File: src/rtl/chacha_pkg.sv
// ---------------------------------------------------------------------------
// chacha_pkg
// Shared types and constants for the ChaCha20 keystream path.
//   word_t          32-bit ChaCha20 state/counter word
//   KS_BLK_BYTES    bytes produced by one ChaCha20 block
//   KS_NUM_MATRICES default blocks held by one concatenator buffer
//   KS_BYTES_W      width of the buffer byte-count field
//   ks_state_t      keystream sequencer FSM states
// ---------------------------------------------------------------------------
package chacha_pkg;

    typedef logic [31:0] word_t;

    localparam int KS_BLK_BYTES    = 64;
    localparam int KS_NUM_MATRICES = 2;
    localparam int KS_BYTES_W      = $clog2(KS_NUM_MATRICES * KS_BLK_BYTES + 1);

    typedef enum logic [2:0] {
        IDLE,
        REQ,
        WAIT_CORE,
        LOAD,
        SERIAL,
        PRESENT,
        CLEAR
    } ks_state_t;

endpackage

File: src/rtl/chacha_keystream_sequencer_if.sv
// ---------------------------------------------------------------------------
// chacha_keystream_sequencer_if
// Buffer handshake between the keystream sequencer and its consumer.
//   ks_valid  buffer ready for the consumer        (master -> slave)
//   ks_bytes  valid bytes in the buffer            (master -> slave)
//   ks_last   final buffer of the stream           (master -> slave)
//   ks_ready  consumer accepts the buffer          (slave -> master)
// Modports: master (sequencer side), slave (consumer side).
// ---------------------------------------------------------------------------
interface chacha_keystream_sequencer_if
    import chacha_pkg::*;
#(
    parameter int BYTES_W = KS_BYTES_W
);
    logic               ks_valid;
    logic               ks_ready;
    logic [BYTES_W-1:0] ks_bytes;
    logic               ks_last;

    modport master (output ks_valid, output ks_bytes, output ks_last, input ks_ready);
    modport slave  (input ks_valid, input ks_bytes, input ks_last, output ks_ready);
endinterface

File: src/rtl/chacha_keystream_sequencer_ctr.sv
// ---------------------------------------------------------------------------
// ks_ctr_gen
// 32-bit ChaCha20 block counter.
//   clk, rst   clock, synchronous active-high reset (count -> 0)
//   load       load load_val (has priority over inc)
//   load_val   initial counter value
//   inc        advance the counter by one
//   count      current counter value (registered)
//   wrap_pend  count is 0xFFFFFFFF, so the next increment wraps
// ---------------------------------------------------------------------------
module ks_ctr_gen
    import chacha_pkg::*;
(
    input  logic  clk,
    input  logic  rst,
    input  logic  load,
    input  word_t load_val,
    input  logic  inc,
    output word_t count,
    output logic  wrap_pend
);

    always_ff @(posedge clk) begin
        if (rst) begin
            count <= '0;
        end else if (load) begin
            count <= load_val;
        end else if (inc) begin
            count <= count + 32'd1;
        end
    end

    assign wrap_pend = (count == 32'hFFFF_FFFF);

endmodule

File: src/rtl/chacha_keystream_sequencer.sv
// ---------------------------------------------------------------------------
// chacha_keystream_sequencer
// Requests ChaCha20 blocks with an incrementing counter, loads each result
// into the serialiser, tracks the 64 bytes it emits into the concatenator
// and presents each filled buffer (up to NUM_MATRICES blocks) downstream.
// Ports:
//   clk, rst        clock, synchronous active-high reset
//   start           start pulse (IDLE only); init_counter, num_blocks
//   abort           terminate the stream from any busy state
//   core_start/core_counter/core_done   ChaCha20 core request/response
//   load_en         serialiser load pulse
//   concat_en       serialiser byte strobe; concat_full concatenator full
//   concat_clr      concatenator clear pulse
//   ks              buffer handshake (master modport)
//   busy, done, err_ovf   status (err_ovf sticky on counter wrap)
// Build option: CHACHA_KS_PREFETCH_EN requests the next block while the
// current buffer is being presented.
// ---------------------------------------------------------------------------
module chacha_keystream_sequencer
    import chacha_pkg::*;
#(
    parameter int NUM_MATRICES = KS_NUM_MATRICES
)
(
    input  logic        clk,
    input  logic        rst,
    input  logic        start,
    input  word_t       init_counter,
    input  logic [15:0] num_blocks,
    input  logic        abort,
    output logic        core_start,
    output word_t       core_counter,
    input  logic        core_done,
    output logic        load_en,
    input  logic        concat_en,
    input  logic        concat_full,
    output logic        concat_clr,
    chacha_keystream_sequencer_if.master ks,
    output logic        busy,
    output logic        done,
    output logic        err_ovf
);

    localparam int BLK_BYTES = KS_BLK_BYTES;
    localparam int NO_REG    = BLK_BYTES * NUM_MATRICES;
    localparam int BYTES_W   = $clog2(NO_REG + 1);
    localparam int BLK_W     = $clog2(NUM_MATRICES + 1);

    ks_state_t          state;
    logic [BLK_W-1:0]   blk_in_buf;
    logic [BLK_W-1:0]   blk_next;
    logic [15:0]        blocks_left;
    logic [5:0]         byte_cnt;
    logic               last_buf;
    logic               ks_valid_q;
    logic               ks_last_q;
    logic [BYTES_W-1:0] ks_bytes_q;
    logic               ctr_load;
    logic               ctr_inc;
    logic               ctr_wrap_pend;
    logic               last_byte;
    logic               wrap_now;
    logic               last_now;
    logic               buf_full;
`ifdef CHACHA_KS_PREFETCH_EN
    logic               pend;
`endif

    ks_ctr_gen u_ctr (
        .clk       (clk),
        .rst       (rst),
        .load      (ctr_load),
        .load_val  (init_counter),
        .inc       (ctr_inc),
        .count     (core_counter),
        .wrap_pend (ctr_wrap_pend)
    );

    // Decisions taken on the strobe that completes a block. blocks_left still
    // holds the pre-decrement value here, so 1 means "this was the last one".
    assign last_byte = concat_en && (byte_cnt == 6'(BLK_BYTES - 1));
    assign blk_next  = blk_in_buf + BLK_W'(1);
    assign wrap_now  = ctr_wrap_pend && (blocks_left != 16'd1);
    assign last_now  = (blocks_left == 16'd1) || wrap_now;
    assign buf_full  = (int'(blk_next) == NUM_MATRICES);

    // Counter control: load on an accepted start, step on each finished block.
    always_comb begin
        ctr_load = 1'b0;
        ctr_inc  = 1'b0;
        if (state == IDLE && start && num_blocks != 16'd0) begin
            ctr_load = 1'b1;
        end
        if (state == SERIAL && last_byte && !abort) begin
            ctr_inc = 1'b1;
        end
    end

    // Main sequencer; every output is a register written here.
    always_ff @(posedge clk) begin
        if (rst) begin
            state       <= IDLE;
            blk_in_buf  <= '0;
            blocks_left <= '0;
            byte_cnt    <= '0;
            last_buf    <= 1'b0;
            core_start  <= 1'b0;
            load_en     <= 1'b0;
            concat_clr  <= 1'b0;
            ks_valid_q  <= 1'b0;
            ks_last_q   <= 1'b0;
            ks_bytes_q  <= '0;
            busy        <= 1'b0;
            done        <= 1'b0;
            err_ovf     <= 1'b0;
`ifdef CHACHA_KS_PREFETCH_EN
            pend        <= 1'b0;
`endif
        end else begin
            core_start <= 1'b0;
            load_en    <= 1'b0;
            concat_clr <= 1'b0;
            done       <= 1'b0;
            if (abort && state != IDLE) begin
                state      <= IDLE;
                concat_clr <= 1'b1;
                ks_valid_q <= 1'b0;
                ks_last_q  <= 1'b0;
                ks_bytes_q <= '0;
                busy       <= 1'b0;
                blk_in_buf <= '0;
                byte_cnt   <= '0;
`ifdef CHACHA_KS_PREFETCH_EN
                pend       <= 1'b0;
`endif
            end else begin
                case (state)
                    IDLE: begin
                        if (start) begin
                            err_ovf <= 1'b0;
                            if (num_blocks != 16'd0) begin
                                blocks_left <= num_blocks;
                                blk_in_buf  <= '0;
                                byte_cnt    <= '0;
                                busy        <= 1'b1;
                                core_start  <= 1'b1;
                                state       <= REQ;
                            end else begin
                                done <= 1'b1;
                            end
                        end
                    end
                    REQ: begin
                        state <= WAIT_CORE;
                    end
                    WAIT_CORE: begin
                        if (core_done) begin
                            load_en <= 1'b1;
                            state   <= LOAD;
                        end
                    end
                    LOAD: begin
                        byte_cnt <= '0;
                        state    <= SERIAL;
                    end
                    SERIAL: begin
                        if (concat_en) begin
                            byte_cnt <= byte_cnt + 6'd1;
                        end
                        if (last_byte) begin
                            blk_in_buf  <= blk_next;
                            blocks_left <= blocks_left - 16'd1;
                            if (buf_full || last_now || concat_full) begin
                                ks_valid_q <= 1'b1;
                                ks_last_q  <= last_now;
                                ks_bytes_q <= BYTES_W'(int'(blk_next) * BLK_BYTES);
                                last_buf   <= last_now;
                                if (wrap_now) begin
                                    err_ovf <= 1'b1;
                                end
`ifdef CHACHA_KS_PREFETCH_EN
                                if (!last_now) begin
                                    core_start <= 1'b1;
                                end
`endif
                                state <= PRESENT;
                            end else begin
                                core_start <= 1'b1;
                                state      <= REQ;
                            end
                        end
                    end
                    PRESENT: begin
`ifdef CHACHA_KS_PREFETCH_EN
                        if (core_done) begin
                            pend <= 1'b1;
                        end
`endif
                        if (ks.ks_ready) begin
                            ks_valid_q <= 1'b0;
                            ks_last_q  <= 1'b0;
                            ks_bytes_q <= '0;
                            concat_clr <= 1'b1;
                            blk_in_buf <= '0;
                            state      <= CLEAR;
                        end
                    end
                    CLEAR: begin
                        if (last_buf) begin
                            busy  <= 1'b0;
                            done  <= !err_ovf;
                            state <= IDLE;
`ifdef CHACHA_KS_PREFETCH_EN
                        end else if (pend || core_done) begin
                            // Prefetched block already finished: skip the request.
                            pend    <= 1'b0;
                            load_en <= 1'b1;
                            state   <= LOAD;
                        end else begin
                            state <= WAIT_CORE;
                        end
`else
                        end else begin
                            core_start <= 1'b1;
                            state      <= REQ;
                        end
`endif
                    end
                    default: begin
                        state <= IDLE;
                    end
                endcase
            end
        end
    end

    assign ks.ks_valid = ks_valid_q;
    assign ks.ks_last  = ks_last_q;
    assign ks.ks_bytes = ks_bytes_q;

endmodule

File: src/flat_wrapper.sv
// flat-port wrapper written by rule: the top's interface ports become plain ports
module chacha_keystream_sequencer_flat import chacha_pkg::*;
#(
    parameter int NUM_MATRICES = KS_NUM_MATRICES
)
  (clk, rst, start, init_counter, num_blocks, abort, core_start, core_counter, core_done, load_en, concat_en, concat_full, concat_clr, busy, done, err_ovf, ks_ks_valid, ks_ks_bytes, ks_ks_last, ks_ks_ready);
  chacha_keystream_sequencer_if #(.BYTES_W(KS_BYTES_W)) ks_i ();
  input  logic clk;
  input  logic rst;
  input  logic start;
  input  word_t init_counter;
  input  logic [15:0] num_blocks;
  input  logic abort;
  output logic core_start;
  output word_t core_counter;
  input  logic core_done;
  output logic load_en;
  input  logic concat_en;
  input  logic concat_full;
  output logic concat_clr;
  output logic busy;
  output logic done;
  output logic err_ovf;
  output wire logic [$bits(ks_i.ks_valid)-1:0] ks_ks_valid;
  output wire logic [$bits(ks_i.ks_bytes)-1:0] ks_ks_bytes;
  output wire logic [$bits(ks_i.ks_last)-1:0] ks_ks_last;
  input wire logic [$bits(ks_i.ks_ready)-1:0] ks_ks_ready;
  assign ks_ks_valid = ks_i.ks_valid;
  assign ks_ks_bytes = ks_i.ks_bytes;
  assign ks_ks_last = ks_i.ks_last;
  assign ks_i.ks_ready = ks_ks_ready;
  chacha_keystream_sequencer #(.NUM_MATRICES(NUM_MATRICES)) u_core (.clk(clk), .rst(rst), .start(start), .init_counter(init_counter), .num_blocks(num_blocks), .abort(abort), .core_start(core_start), .core_counter(core_counter), .core_done(core_done), .load_en(load_en), .concat_en(concat_en), .concat_full(concat_full), .concat_clr(concat_clr), .ks(ks_i), .busy(busy), .done(done), .err_ovf(err_ovf));
endmodule
File: config.mk
export PLATFORM = sky130hd
export DESIGN_NAME = chacha_keystream_sequencer_flat
export DESIGN_NICKNAME = d
export VERILOG_FILES = /design/src/rtl/chacha_pkg.sv /design/src/rtl/chacha_keystream_sequencer_if.sv /design/src/rtl/chacha_keystream_sequencer_ctr.sv /design/src/rtl/chacha_keystream_sequencer.sv /design/src/flat_wrapper.sv
export SDC_FILE = /design/constraint.sdc
export NUM_CORES = 1
export LEC_CHECK = 0
export ABC_AREA = 1
export CAP_MARGIN = 30
export CORE_AREA = 4 4 99 120
export DETAILED_ROUTE_END_ITERATION = 10
export DIE_AREA = 0 0 103 124
export PLACE_DENSITY = 0.67
export SLEW_MARGIN = 20
export SYNTH_ARGS = -nofsm -noshare
export SYNTH_HDL_FRONTEND = slang
export SYNTH_SLANG_ARGS = --single-unit
File: constraint.sdc
create_clock -name clk -period 2 [get_ports clk]
set_input_delay 0.4 -clock clk [delete_from_list [all_inputs] [get_ports clk]]
set_output_delay 0.4 -clock clk [all_outputs]
set_load 0.1 [all_outputs]
== Word-level counts from Yosys, hierarchy flattened ==
Cells that the tools add are included.

* Add/sub/neg operators: 4
* $mul: 0
* Div/mod/pow operators: 0
* Magnitude comparators: 0
* Eq/ne operators: 20
* Shift-type cells: 0
* Multiplexer cells: 59
* Bitwise gates (word level): 2
* Reduce and logical (&&, ||, !) cells: 31

{| class="wikitable"
|+ Operator list
! cell !! count
|-
| $mux 32 || 2
|-
| $mux 16 || 3
|-
| $add 32x1->32 const B || 1
|-
| $eq 32x32->1 const B || 1
|-
| $pmux 16 s2 || 1
|-
| $mux 1 || 27
|-
| $mux 8 || 3
|-
| $pmux 3 s7 || 1
|-
| $mux 3 || 6
|-
| $mux 6 || 3
|-
| $pmux 6 s3 || 1
|-
| $eq 16x1->1 const B || 1
|-
| $ne 16x1->1 const B || 1
|-
| $pmux 8 s2 || 1
|-
| $reduce_and 4->1 || 4
|-
| $reduce_bool 16->1 || 1
|-
| $sub 16x1->16 const B || 1
|-
| $reduce_and 5->1 || 3
|-
| $ne 2x2->1 const B || 6
|-
| $pmux 1 s2 || 5
|-
| $eq 3x3->1 const B || 3
|-
| $reduce_bool 3->1 || 3
|-
| $mux 2 || 4
|-
| $reduce_bool 2->1 || 4
|-
| other kinds (17) || 30
|}

* Register bits after elaboration: 76
* Latch bits: 0
* Memory bits (writable): 0
* ROM bits: 0
* Output and inout bits: 48
* Word-level logic and storage cells: 131
* Memories kept: 0

== Longest topological paths before layout ==
Gate-level depths: netlist (run 1).

* Word-level depth: 8
* Gate-level depth with buffers: 13
* Mapped depth without buffers: 12

== Cells and area by module ==
A second synthesis (run 1) with hierarchy kept.

* Cells, all modules: 737
* Area, all modules: 4644.5 sq um

{| class="wikitable"
|+ By module, submodules not included
! module !! instances !! cells an instance !! area each (sq um) !! sequential area each (sq um)
|-
| chacha_keystream_sequencer || 1 || 398 || 2492.4 || 760.7
|-
| ks_ctr_gen || 1 || 339 || 2152.1 || 640.6
|}

== Worst setup path after synthesis (run 1) ==
No wires, ideal clock.

* Kind: register to register
* From: reg u_core.u_ctr.count[0]
* To: reg u_core.ks_bytes_q[6], in the netlist u_core.ks.ks_bytes[6]
* Library setup time: 0.120 ns
* Arrival: 2.203 ns
* Required time: 1.880 ns
* Path slack: -0.323 ns
* Stages on the path, launching flop included: 11
* Clock period less this slack: 2.323 ns
* Cells stage by stage: dfxtp_1 > ha_1 > inv_1 > nor2_1 > nand2_1 > nor2_4 > nand2_1 > nand4_1 > nand2_1 > nand2_1 > a21oi_1

* Cells in the longest elaborated chain, start to end: 7

{| class="wikitable"
|+ Ends and longest elaborated chain
! what !! line !! text
|-
| start: declaration || chacha_keystream_sequencer_ctr.sv:19 || <nowiki>output word_t count,</nowiki>
|-
| start signal: assignment || chacha_keystream_sequencer_ctr.sv:27 || <nowiki>count <= load_val;</nowiki>
|-
| start signal: assignment || chacha_keystream_sequencer_ctr.sv:29 || <nowiki>count <= count + 32'd1;</nowiki>
|-
| $eq 32x32->1 || chacha_keystream_sequencer_ctr.sv:33 || <nowiki>assign wrap_pend = (count == 32'hFFFF_FFFF);</nowiki>
|-
| $logic_and 1x1->1 || chacha_keystream_sequencer.sv:83 || <nowiki>assign wrap_now = ctr_wrap_pend && (blocks_left != 16'd1);</nowiki>
|-
| $logic_or 1x1->1 || chacha_keystream_sequencer.sv:84 || <nowiki>assign last_now = (blocks_left == 16'd1) || wrap_now;</nowiki>
|-
| $logic_or 1x1->1 (2 in series) || chacha_keystream_sequencer.sv:173 || <nowiki>if (buf_full || last_now || concat_full) begin</nowiki>
|-
| $ne 2x2->1 (no source line) || - ||
|-
| $reduce_and 4->1 (no source line) || - ||
|-
| end signal: assignment || chacha_keystream_sequencer.sv:176 || <nowiki>ks_bytes_q <= BYTES_W'(int'(blk_next) * BLK_BYTES);</nowiki>
|-
| end: declaration || chacha_keystream_sequencer.sv:57 || <nowiki>logic [BYTES_W-1:0] ks_bytes_q;</nowiki>
|}

No other way between the ends.
A chain may end at the register's enable or synchronous reset.

== Worst setup path after layout (run 1) ==
* From: reg u_core.u_ctr.count[1]
* To: reg u_core.ks_bytes_q[7], in the netlist u_core.ks.ks_bytes[7]

The elaborated chain is that of the path after synthesis.

==> results of run 1 <==
## critical path: cells and delay by family, from the launching register on
kind	cells	cell delay [ns]
buffers and inverters	1	0.05
AND/OR/NAND/NOR	7	1.08
adder cells (fa/ha/maj)	1	0.15
AO/OA/AOI/OAI	1	0.06
flip-flops	1	0.36
## sequential cells by signal (all words and copies together) (netlist names)
name                flops
u_core.u_ctr.count     32
u_core.blocks_left     16
u_core.byte_cnt         6
u_core.state            3
u_core.blk_in_buf       2
u_core.ks.ks_bytes      2
u_core.busy             1
u_core.concat_clr       1
u_core.core_start       1
u_core.done             1
u_core.err_ovf          1
u_core.ks.ks_last       1
u_core.ks.ks_valid      1
u_core.last_buf         1
u_core.load_en          1
## what timing repair did
action	in CTS	in global routing
endpoints found under the setup margin	0	23
setup buffers	0	3
hold buffers	0	0
resized for setup	0	7
## cell usage in the layout, fill, tap and decap left out, drive strengths merged
cell type and count:
a211oi 1, a21oi 49, a31oi 6, buf 96, bufinv 2, clkbuf 9, clkdlybuf4s50 55, clkinv 2
clkinvlp 2, conb 6, dfxtp 70, ha 5, inv 79, nand2 198, nand3 61, nand3b 9
nand4 10, nor2 139, nor3 14, nor3b 1, o211ai 3, o21ai 47, o221ai 1, or2 8
xnor2 15, xor2 10
## cell families after synthesis
group                      after synthesis  share of synthesized area
xor gates and xnor gates                25                     0.0475
AOI/OAI and AO/OA                      107                      0.122
DFF                                     70                      0.304
other                                    1                   0.000814
adders and majority gates                5                     0.0136
and+or+nand+nor                        440                      0.409
buffers and inverters                  108                      0.103
## where the power goes
group / total (W) / internal (W) / leakage (nW) / switching, W
clock network: 0.00177 / 0.00110 / 0.152 / 0.000676
logic: 0.00516 / 0.00159 / 1.99 / 0.00357
registers: 0.00230 / 0.00181 / 0.586 / 0.000482
## through the flow
| stage | cells | TNS [ns] |
|---|---|---|
| 6_report | 1030 | 0 |
| 5_1_grt | 1030 | 0 |
| 4_1_cts | 1027 | 0 |
| 3_5_place_dp | 1011 | -4.61 |
| 3_3_place_gp | 1011 | -2.48 |
| 2_1_floorplan | 761 | 0 |
## path summary, 6_finish.rpt
path / startpoint / to / slack (ns) / depth (start not counted)
worst max-delay path: u_core.u_ctr.count[1] / u_core.ks.ks_bytes[7] / 0.18 / 10
worst min-delay path: u_core.blocks_left[10] / u_core.blocks_left[10] / 0.46 / 2
worst max register to register: u_core.u_ctr.count[1] / u_core.ks.ks_bytes[7] / 0.18 / 10
worst min register to register: u_core.blocks_left[10] / u_core.blocks_left[10] / 0.46 / 2
## routing by layer
layer | part of all wire | routed length [um]
met5 | 0 | 0
met1 | 0.40 | 5900
met4 | 0.029 | 427
met3 | 0.068 | 1010
met2 | 0.51 | 7540
## cell type report
cell class,instances,area [um^2]
clock buffers,9,225
clock inverters,7,97.6
fillers,1054,4490
inverters,78,298
multi-input cells,583,2760
flip-flops and latches,70,1440
well taps,132,165
repair buffers,151,1350
==> reports/metrics.csv, run 1 <==
metric,value,unit
Area Overhead vs Synth,37.5,%
nets@finish,954,
worst hold slack,0.464,ns
Routability Congestion,0.942,
first-pass GRT wire length,23900,um
critical path cell sequence,ha_1 > inv_1 > nor2_1 > nand2_1 > nor2_4 > nand2_1 > nand4_1 > nand2_1 > nand2_1 > a21oi_1,
Post-Syn Area per Cell,6.09,um^2
die area,12800,um^2
Bufs on Longest Clock Path,2,
CP max FO,5,
endpoint class of the critical path,flip-flop,
outcome,"finished, final reports clean",
Post-route DRC,0,
share of the synthesized area in the top cell type,0.304,
drt wl/cell,14.4,um
Hold Crit Class,flip-flop to flip-flop,
ys async rst share,0,
M3 GR Usage,0.0476,
Synth cell types,33,
I/O Buffers,97,
Vias,5308,
fraction of layout cells with a size suffix above 1,0.190,
Syn Std Cell Area,4610,um^2
Post-DP Area,5970,um^2
GR peak layer,met2,
final wirelength,14900,um
Synth area leader,dfxtp_1,
largest net degree at the start of global routing,25,
final setup vio count,0,
Syn Inst Count,756,
final core utilization,0.585,
pre-CTS setup slack,-0.151,ns
GRT Overall Usage,0.237,
"Slowest-stage cell, CP",dfxtp_2,
critical path's most frequent cell,nand2_1,
H-tree Lvls,3,
Iter 0 DRT Violations,262,
Main synth FF type,dfxtp_1,
Ports,104,
Fmax achieved,548,MHz
TritonCTS Buffers,9,
most common cell in the synthesized netlist,nand2_1,
Worst Path Required,2.23,ns
worst skew pair latency,0.34,ns
Die Width,103,um
vias in the first global route,5212,
Power Density,1460,nW/um^2
LEAKAGE,2.73,nW
largest stage delay on the critical path,0.36,ns
Synth Register Bits,70,
Initial Util,0.425,
met2 GRT Util,0.431,
Core ar.,10800,um^2
number of synthesized flops with an enable pin,0,
Root Driver,clkbuf_16,
Overflow after GRT,0,
CTS tree,done,
RSZ-0062 raised after global routing,no,
Post-Layout Inst Area,6330,um^2
worst path arrival time,2.05,ns
Final min period,1.82,ns
row count,42,
Max VDD drop,0.000823,V
Setup Skew,0.00654,ns
initial antenna violation count,0,
final hold vios,0,
Max Slew Vio Count,0,
Vias/cell,5.15,
Sink Count,70,
setup ws final,0.176,ns
crit share post-route,0.912,
Post-synth top cells,"193 x nand2_1, 132 x nor2_1, 75 x inv_1",
die height,124,um
clk slew on worst S/H paths,0.06,ns
post-synthesis sequential area ratio,0.304,
M1 GR Usage,0.263,
ant diodes,0,
Post-DP HPWL,11400,um
leading post-synthesis cells by cell area,"dfxtp_1 30%, nand2_1 16%, nor2_1 11%, nand3_1 6.6%, inv_1 6.1%",
WS Path Type,flip-flop to flip-flop,
startpoint types,flip-flop,
Post-DRT Antenna Nets,0,
Max Cap Viol,0,
Pre-antenna DRT Iters,5,
synth warn,0,
total power,0.00922,W
No activity file was read; power rests on OpenSTA's default activity.
==> inputs of run 2 (changes only) <==
Settings changed: SLEW_MARGIN 20 to default.
==> results of run 2 <==
No change in the layout: final DEF, timing and power equal those of run 1.
